[src/rtl/s_ram_pkg.sv]
// Shared types and constants for the S-RAM arbiter and its round-robin picker.
package s_ram_pkg;

   localparam int ADDR_W_DEF = 8;
   localparam int DATA_W_DEF = 8;
   localparam int MAX_REQ    = 4;
   localparam int IDX_W      = 2;

   typedef enum logic {
      IDLE  = 1'b0,
      OWNED = 1'b1
   } arb_state_t;

   // Next requester index in round-robin order, wrapping at n.
   function automatic logic [IDX_W-1:0] wrap_inc(input logic [IDX_W-1:0] idx, input int n);
      if (int'(idx) >= n - 1) begin
         return '0;
      end
      return idx + 1'b1;
   endfunction

endpackage

[src/rtl/s_ram_arbiter_rr_pick.sv]
// Combinational round-robin priority encoder: first set request at or after start_i wins.
module rr_pick
   import s_ram_pkg::*;
#(
   parameter int N_REQ = 3
) (
   input  logic [N_REQ-1:0] req_i,
   input  logic [IDX_W-1:0] start_i,
   output logic [N_REQ-1:0] onehot_o,
   output logic             found_o
);

   logic [IDX_W-1:0] cand;

   always_comb begin
      onehot_o = '0;
      found_o  = 1'b0;
      cand     = start_i;
      for (int k = 0; k < N_REQ; k++) begin
         if (!found_o && req_i[cand]) begin
            onehot_o[cand] = 1'b1;
            found_o        = 1'b1;
         end
         cand = wrap_inc(cand, N_REQ);
      end
   end

endmodule

[src/rtl/s_ram_arbiter.sv]
// Round-robin owner arbiter for the single-port S-RAM, with lock support for atomic swaps.
// Handshake: a requester raises req and waits for its gnt bit; every cycle it then holds
// gnt with req high is one RAM access, reads answer with an rvalid pulse one cycle later.
module s_ram_arbiter
   import s_ram_pkg::*;
#(
   parameter int N_REQ  = 3,
   parameter int ADDR_W = ADDR_W_DEF,
   parameter int DATA_W = DATA_W_DEF
) (
   input  logic                     clk,
   input  logic                     reset,
   input  logic [N_REQ-1:0]         req,
   input  logic [N_REQ-1:0]         lock,
   input  logic [N_REQ-1:0]         we,
   input  logic [N_REQ*ADDR_W-1:0]  addr,
   input  logic [N_REQ*DATA_W-1:0]  wdata,
   output logic [N_REQ-1:0]         gnt,
   output logic [N_REQ-1:0]         rvalid,
   output logic [DATA_W-1:0]        rdata,
   output logic                     busy,
   output logic [ADDR_W-1:0]        ram_addr,
   output logic [DATA_W-1:0]        ram_data,
   output logic                     ram_wren,
   input  logic [DATA_W-1:0]        ram_q,
   output logic                     dbg_state
);

   arb_state_t       state_q, state_d;
   logic [N_REQ-1:0] gnt_q, gnt_d;
   logic [N_REQ-1:0] rvalid_q, rvalid_d;
   logic [IDX_W-1:0] owner_q, owner_d;
   logic [IDX_W-1:0] rr_ptr_q, rr_ptr_d;

   logic [ADDR_W-1:0] addr_a  [N_REQ];
   logic [DATA_W-1:0] wdata_a [N_REQ];

   for (genvar g = 0; g < N_REQ; g++) begin : g_split
      assign addr_a[g]  = addr[g*ADDR_W +: ADDR_W];
      assign wdata_a[g] = wdata[g*DATA_W +: DATA_W];
   end

   logic [IDX_W-1:0] next_idx;
   logic [IDX_W-1:0] pick_start;
   logic [N_REQ-1:0] pick_oh;
   logic             pick_found;
   logic [IDX_W-1:0] pick_idx;

   // On release the search starts just past the old owner, so it goes to the back.
   assign next_idx   = wrap_inc(owner_q, N_REQ);
   assign pick_start = (state_q == OWNED) ? next_idx : rr_ptr_q;

   rr_pick #(
      .N_REQ (N_REQ)
   ) u_rr_pick (
      .req_i    (req),
      .start_i  (pick_start),
      .onehot_o (pick_oh),
      .found_o  (pick_found)
   );

   always_comb begin
      pick_idx = '0;
      for (int i = 0; i < N_REQ; i++) begin
         if (pick_oh[i]) begin
            pick_idx = IDX_W'(i);
         end
      end
   end

   always_comb begin
      state_d  = state_q;
      gnt_d    = gnt_q;
      owner_d  = owner_q;
      rr_ptr_d = rr_ptr_q;
      rvalid_d = '0;
      ram_addr = '0;
      ram_data = '0;
      ram_wren = 1'b0;
      case (state_q)
         IDLE: begin
            if (pick_found) begin
               state_d = OWNED;
               gnt_d   = pick_oh;
               owner_d = pick_idx;
            end
         end
         OWNED: begin
            ram_addr = addr_a[owner_q];
            ram_data = wdata_a[owner_q];
            if (req[owner_q]) begin
               ram_wren = we[owner_q];
               if (!we[owner_q]) begin
                  rvalid_d[owner_q] = 1'b1;
               end
            end else if (!lock[owner_q]) begin
               rr_ptr_d = next_idx;
               if (pick_found) begin
                  gnt_d   = pick_oh;
                  owner_d = pick_idx;
               end else begin
                  state_d = IDLE;
                  gnt_d   = '0;
               end
            end
         end
         default: begin
            state_d = IDLE;
            gnt_d   = '0;
         end
      endcase
   end

   always_ff @(posedge clk or negedge reset) begin
      if (!reset) begin
         state_q  <= IDLE;
         gnt_q    <= '0;
         rvalid_q <= '0;
         owner_q  <= '0;
         rr_ptr_q <= '0;
      end else begin
         state_q  <= state_d;
         gnt_q    <= gnt_d;
         rvalid_q <= rvalid_d;
         owner_q  <= owner_d;
         rr_ptr_q <= rr_ptr_d;
      end
   end

   assign gnt       = gnt_q;
   assign rvalid    = rvalid_q;
   assign rdata     = ram_q;
   assign busy      = |gnt_q;
   assign dbg_state = state_q;

endmodule

[config.mk]
export PLATFORM = sky130hd
export DESIGN_NAME = s_ram_arbiter
export DESIGN_NICKNAME = d
export VERILOG_FILES = /design/src/rtl/s_ram_pkg.sv /design/src/rtl/s_ram_arbiter_rr_pick.sv /design/src/rtl/s_ram_arbiter.sv
export SDC_FILE = /design/constraint.sdc
export NUM_CORES = 1
export LEC_CHECK = 0
export CORE_MARGIN = 2
export CORE_UTILIZATION = 36
export CTS_BUF_LIST = sky130_fd_sc_hd__clkbuf_4
export DETAILED_ROUTE_END_ITERATION = 10
export HOLD_SLACK_MARGIN = 0.05
export PLACE_DENSITY = 0.95
export SYNTH_ARGS = -nofsm -noshare
export SYNTH_HDL_FRONTEND = slang
export SYNTH_HIERARCHICAL = 1
export SYNTH_SLANG_ARGS = --single-unit
[constraint.sdc]
create_clock -name clk -period 3.4 [get_ports clk]
set_input_delay 0.68 -clock clk [delete_from_list [all_inputs] [get_ports clk]]
set_output_delay 0.68 -clock clk [all_outputs]
set_load 0.01 [all_outputs]
==> impl_metrics.xml <==
<?xml version="1.0" encoding="UTF-8"?>
<metrics>
  <group name="synth">
    <metric name="yosysTopAreaCellShare" unit="%">23.4</metric>
    <metric name="synthesis.area_per_instance" unit="um2">7.60</metric>
    <metric name="ys_seq_area_share" unit="%">23.4</metric>
    <metric name="yosysTopAreaCell" unit="">sky130_fd_sc_hd__dfrtp_1</metric>
    <metric name="ys_top_cells_by_area" unit="">sky130_fd_sc_hd__dfrtp_1, sky130_fd_sc_hd__mux2i_1, sky130_fd_sc_hd__nor2_1</metric>
    <metric name="mappedNetlistArea" unit="um2">1180</metric>
    <metric name="synth_cell_types" unit="">32</metric>
    <metric name="postSynthRegisterBits" unit="">11</metric>
    <metric name="syn_inst" unit="">155</metric>
    <metric name="synth.yosys.warnings" unit="">6</metric>
    <metric name="synth_nets" unit="">222</metric>
  </group>
  <group name="final_layout">
    <metric name="fin_nets" unit="">294</metric>
    <metric name="final_layout_size_suffix_gt1_share" unit="%">8.85</metric>
    <metric name="num_antenna_cells" unit="">0</metric>
    <metric name="fin_cells" unit="">270</metric>
    <metric name="flow.area_growth_from_synthesis" unit="%">69.9</metric>
  </group>
  <group name="setup_path">
    <metric name="critPathLaunch" unit="">req[0]</metric>
    <metric name="cp_num_buf_inv" unit="">2</metric>
    <metric name="startpoint_type" unit="">input port</metric>
    <metric name="timing.rr.end" unit="">gnt[1]</metric>
    <metric name="critical_path_fanout_max" unit="">6</metric>
    <metric name="cp_top_family" unit="">buffers and inverters</metric>
    <metric name="cpPeakStageDelay" unit="ns">0.56</metric>
    <metric name="critical_path_depth" unit="">6</metric>
    <metric name="worst_r2r_path_depth" unit="">8</metric>
    <metric name="cp_cell_sequence" unit="">clkdlybuf4s50_1 &gt; mux2i_1 &gt; o2bb2ai_1 &gt; nand2_1 &gt; nor2_1 &gt; clkdlybuf4s50_1</metric>
    <metric name="worst-r2r-setup-slack" unit="ns">0.72</metric>
    <metric name="critPathRequiredTime" unit="ns">2.72</metric>
    <metric name="crit_arrival" unit="ns">2.31</metric>
    <metric name="critical_path.most_common_cell" unit="">sky130_fd_sc_hd__clkdlybuf4s50_1</metric>
    <metric name="cell_with_the_biggest_individual_delay_on_the_critical_path" unit="">sky130_fd_sc_hd__clkdlybuf4s50_1</metric>
    <metric name="critical_path_sink_type" unit="">output pin</metric>
    <metric name="r2r_path_start" unit="">owner_q[0]</metric>
    <metric name="criticalPathCategory" unit="">in2out</metric>
  </group>
  <group name="routing">
    <metric name="drt-pass1-iter-count" unit="">4</metric>
    <metric name="antenna_left" unit="">0</metric>
    <metric name="detail_route.drc_violations" unit="">0</metric>
    <metric name="vias_per_cell" unit="">5.09</metric>
    <metric name="dr_total_vias" unit="">1374</metric>
    <metric name="wire_per_inst" unit="um">13.1</metric>
    <metric name="routed_wirelength" unit="um">3550</metric>
    <metric name="first_iter_violations" unit="">31</metric>
  </group>
  <group name="clocking">
    <metric name="cts_inserted_buffers" unit="">3</metric>
    <metric name="h_tree_depth" unit="">1</metric>
    <metric name="clk_pin_slew" unit="ns">0.07</metric>
    <metric name="ctsHoldBuffers" unit="">0</metric>
    <metric name="tritoncts_num_sinks" unit="">11</metric>
    <metric name="clk_path_buf_depth" unit="">2</metric>
    <metric name="cts_setup_buffers" unit="">0</metric>
    <metric name="tritoncts" unit="">done</metric>
    <metric name="worstSkewPairLatency" unit="ns">0.27</metric>
    <metric name="cts_root_buffer" unit="">sky130_fd_sc_hd__clkbuf_4</metric>
    <metric name="cts-resized-gates" unit="">0</metric>
  </group>
  <group name="timing">
    <metric name="fin_crit_sh" unit="%">87.9</metric>
    <metric name="finalClockSkew" unit="ns">0.00648</metric>
    <metric name="hold_ws" unit="ns">0.541</metric>
    <metric name="min_period" unit="ns">2.99</metric>
    <metric name="rsz0062_at_grt" unit="">false</metric>
    <metric name="timing.fmax" unit="MHz">334</metric>
    <metric name="drv_slew" unit="">0</metric>
    <metric name="max-slew-margin-rel" unit="%">51.5</metric>
    <metric name="finalHoldViolCount" unit="">0</metric>
    <metric name="tightest_slew" unit="ns">0.726</metric>
    <metric name="setup_viol_count_final" unit="">0</metric>
    <metric name="final.setup.tns" unit="ns">0</metric>
  </group>
  <group name="pwr">
    <metric name="cellPowerDensity" unit="nW/um2">706</metric>
    <metric name="totalPowerFinal" unit="mW">1.41</metric>
    <metric name="p_leak" unit="nW">0.826</metric>
    <metric name="max-vdd-ir-drop" unit="uV">364</metric>
  </group>
  <group name="worst_hold_path">
    <metric name="whs_path_depth" unit="">1</metric>
    <metric name="hold_path.class" unit="">reg2reg</metric>
    <metric name="timing.hold.worst.start" unit="">rr_ptr_q[0]</metric>
    <metric name="hold-path-endpoint" unit="">rr_ptr_q[0]</metric>
  </group>
  <group name="place">
    <metric name="port_buffers" unit="">83</metric>
    <metric name="gp_routability_congestion" unit="">0.791</metric>
    <metric name="dp_hpwl" unit="um">2810</metric>
    <metric name="post-place-cells" unit="">266</metric>
  </group>
  <group name="floorplanning">
    <metric name="std_cell_rows" unit="">20</metric>
    <metric name="core" unit="um2">3080</metric>
    <metric name="die_height" unit="um">61.2</metric>
    <metric name="chipWidth" unit="um">61.2</metric>
    <metric name="dieArea" unit="um2">3750</metric>
    <metric name="initial_util" unit="%">38.3</metric>
    <metric name="ioPinCount" unit="">100</metric>
  </group>
  <group name="grt">
    <metric name="grt_pass1_wl" unit="um">5490</metric>
    <metric name="grt_start_max_net_pins" unit="">26</metric>
    <metric name="number_of_antenna_violations_at_the_first_check_in_global_routing" unit="">0</metric>
    <metric name="number_of_global_route_vias_before_repair" unit="">1245</metric>
    <metric name="grt-ovfl-total" unit="">0</metric>
    <metric name="grtUsageTotal" unit="%">19.3</metric>
  </group>
  <group name="run_status">
    <metric name="status" unit="">finished, final reports clean</metric>
  </group>
  <group name="flow_run">
    <metric name="maxCapViolations" unit="">0</metric>
  </group>
</metrics>
-- registers in the layout, summed over array words and instances, names as in the netlist --
name and cells:
rvalid 3, gnt 3, rr_ptr_q 2, dbg_state 1, owner_q 2
-- through the flow --
| stage | setup slack (ns) | instance area [um2] | util [%] |
|---|---|---|---|
| 2_1_floorplan | 1.23 | 1180 | - |
| 3_3_place_gp | 0.415 | 1970 | 64.1 |
| 3_5_place_dp | 0.398 | 1970 | 64.1 |
| 4_1_cts | 0.393 | 2000 | 65.0 |
| 5_1_grt | 0.270 | 2000 | 65.0 |
| 6_report | 0.410 | 2000 | 65.0 |
-- worst reg2reg max path, stage by stage (launching register included) --
cell	delay [ns]
sky130_fd_sc_hd__dfrtp_1	0.66
sky130_fd_sc_hd__buf_4	0.36
sky130_fd_sc_hd__nor2b_1	0.22
sky130_fd_sc_hd__mux2_2	0.25
sky130_fd_sc_hd__a21boi_2	0.08
sky130_fd_sc_hd__or3_1	0.44
sky130_fd_sc_hd__nand2_1	0.16
sky130_fd_sc_hd__o21ai_0	0.09
sky130_fd_sc_hd__a221o_1	0.29
-- layout make-up --
class                      count  area [um2]
multi-input combinational    118         762
inverter                       7        26.3
sequential                    11         275
fill                         257        1080
timing repair buffer          86         853
tap                           44        55.1
clock buffer                   4        30.0
-- report_power, final --
| group | internal (mW) | switching, mW |
|---|---|---|
| logic | 0.583 | 0.514 |
| registers | 0.173 | 0.0462 |
| clock network | 0.0534 | 0.0431 |
| total | 0.810 | 0.603 |
-- placed cells by master, fill, tap and decap left out, drive strengths merged --
cell,count
o21ai,4
o21a,3
a21oi,19
buf,3
mux2,4
o22ai,1
o31ai,3
or3,1
a21boi,1
nor2,37
mux2i,18
nor4,1
nor2b,3
a221oi,1
dfrtp,11
nand2,5
nand3,1
nor3,6
inv,7
xor2,1
a221o,4
or2,1
o2bb2ai,1
nand2b,3
clkbuf,4
clkdlybuf4s50,83
-- Yosys cell counts, drive strengths merged --
library cell / count
a221oi: 1
nand2b: 3
nor2: 37
nor3: 6
o21ai: 4
a221o: 4
o31ai: 3
nor2b: 3
nand3: 1
or2: 1
nand2: 5
o21a: 3
nor4: 1
buf: 17
clkbuf: 2
o2bb2ai: 1
o22ai: 1
a21oi: 19
mux2: 4
xor2: 1
or3: 1
mux2i: 18
inv: 7
dfrtp: 11
a21boi: 1
-- worst max-delay path by stage --
stage	slack, ns	end
global route	0.27	ram_wren
CTS	0.39	ram_wren
global placement	0.41	ram_wren
floorplan	1.23	gnt[1]
detailed placement	0.40	ram_wren
finish	0.41	ram_wren
-- layer usage --
metal | vias up | part of all wire [%] | GRT usage [%]
met2 | 59 | 52 | 35.3
li1 | 668 | - | -
met4 | 0 | 2.1 | 7.45
met3 | 11 | 7.3 | 2.10
met5 | - | 0 | 0
met1 | 636 | 38 | 23.0
-- logic make-up after synthesis --
family	synth area share [%]
AND/OR/NAND/NOR	22.4
flip-flops	23.4
multiplexers	19.1
AO/OA/AOI/OAI	22.4
buffers and inverters	12.0
XOR/XNOR	0.743
(Power assumes the default switching activity.)
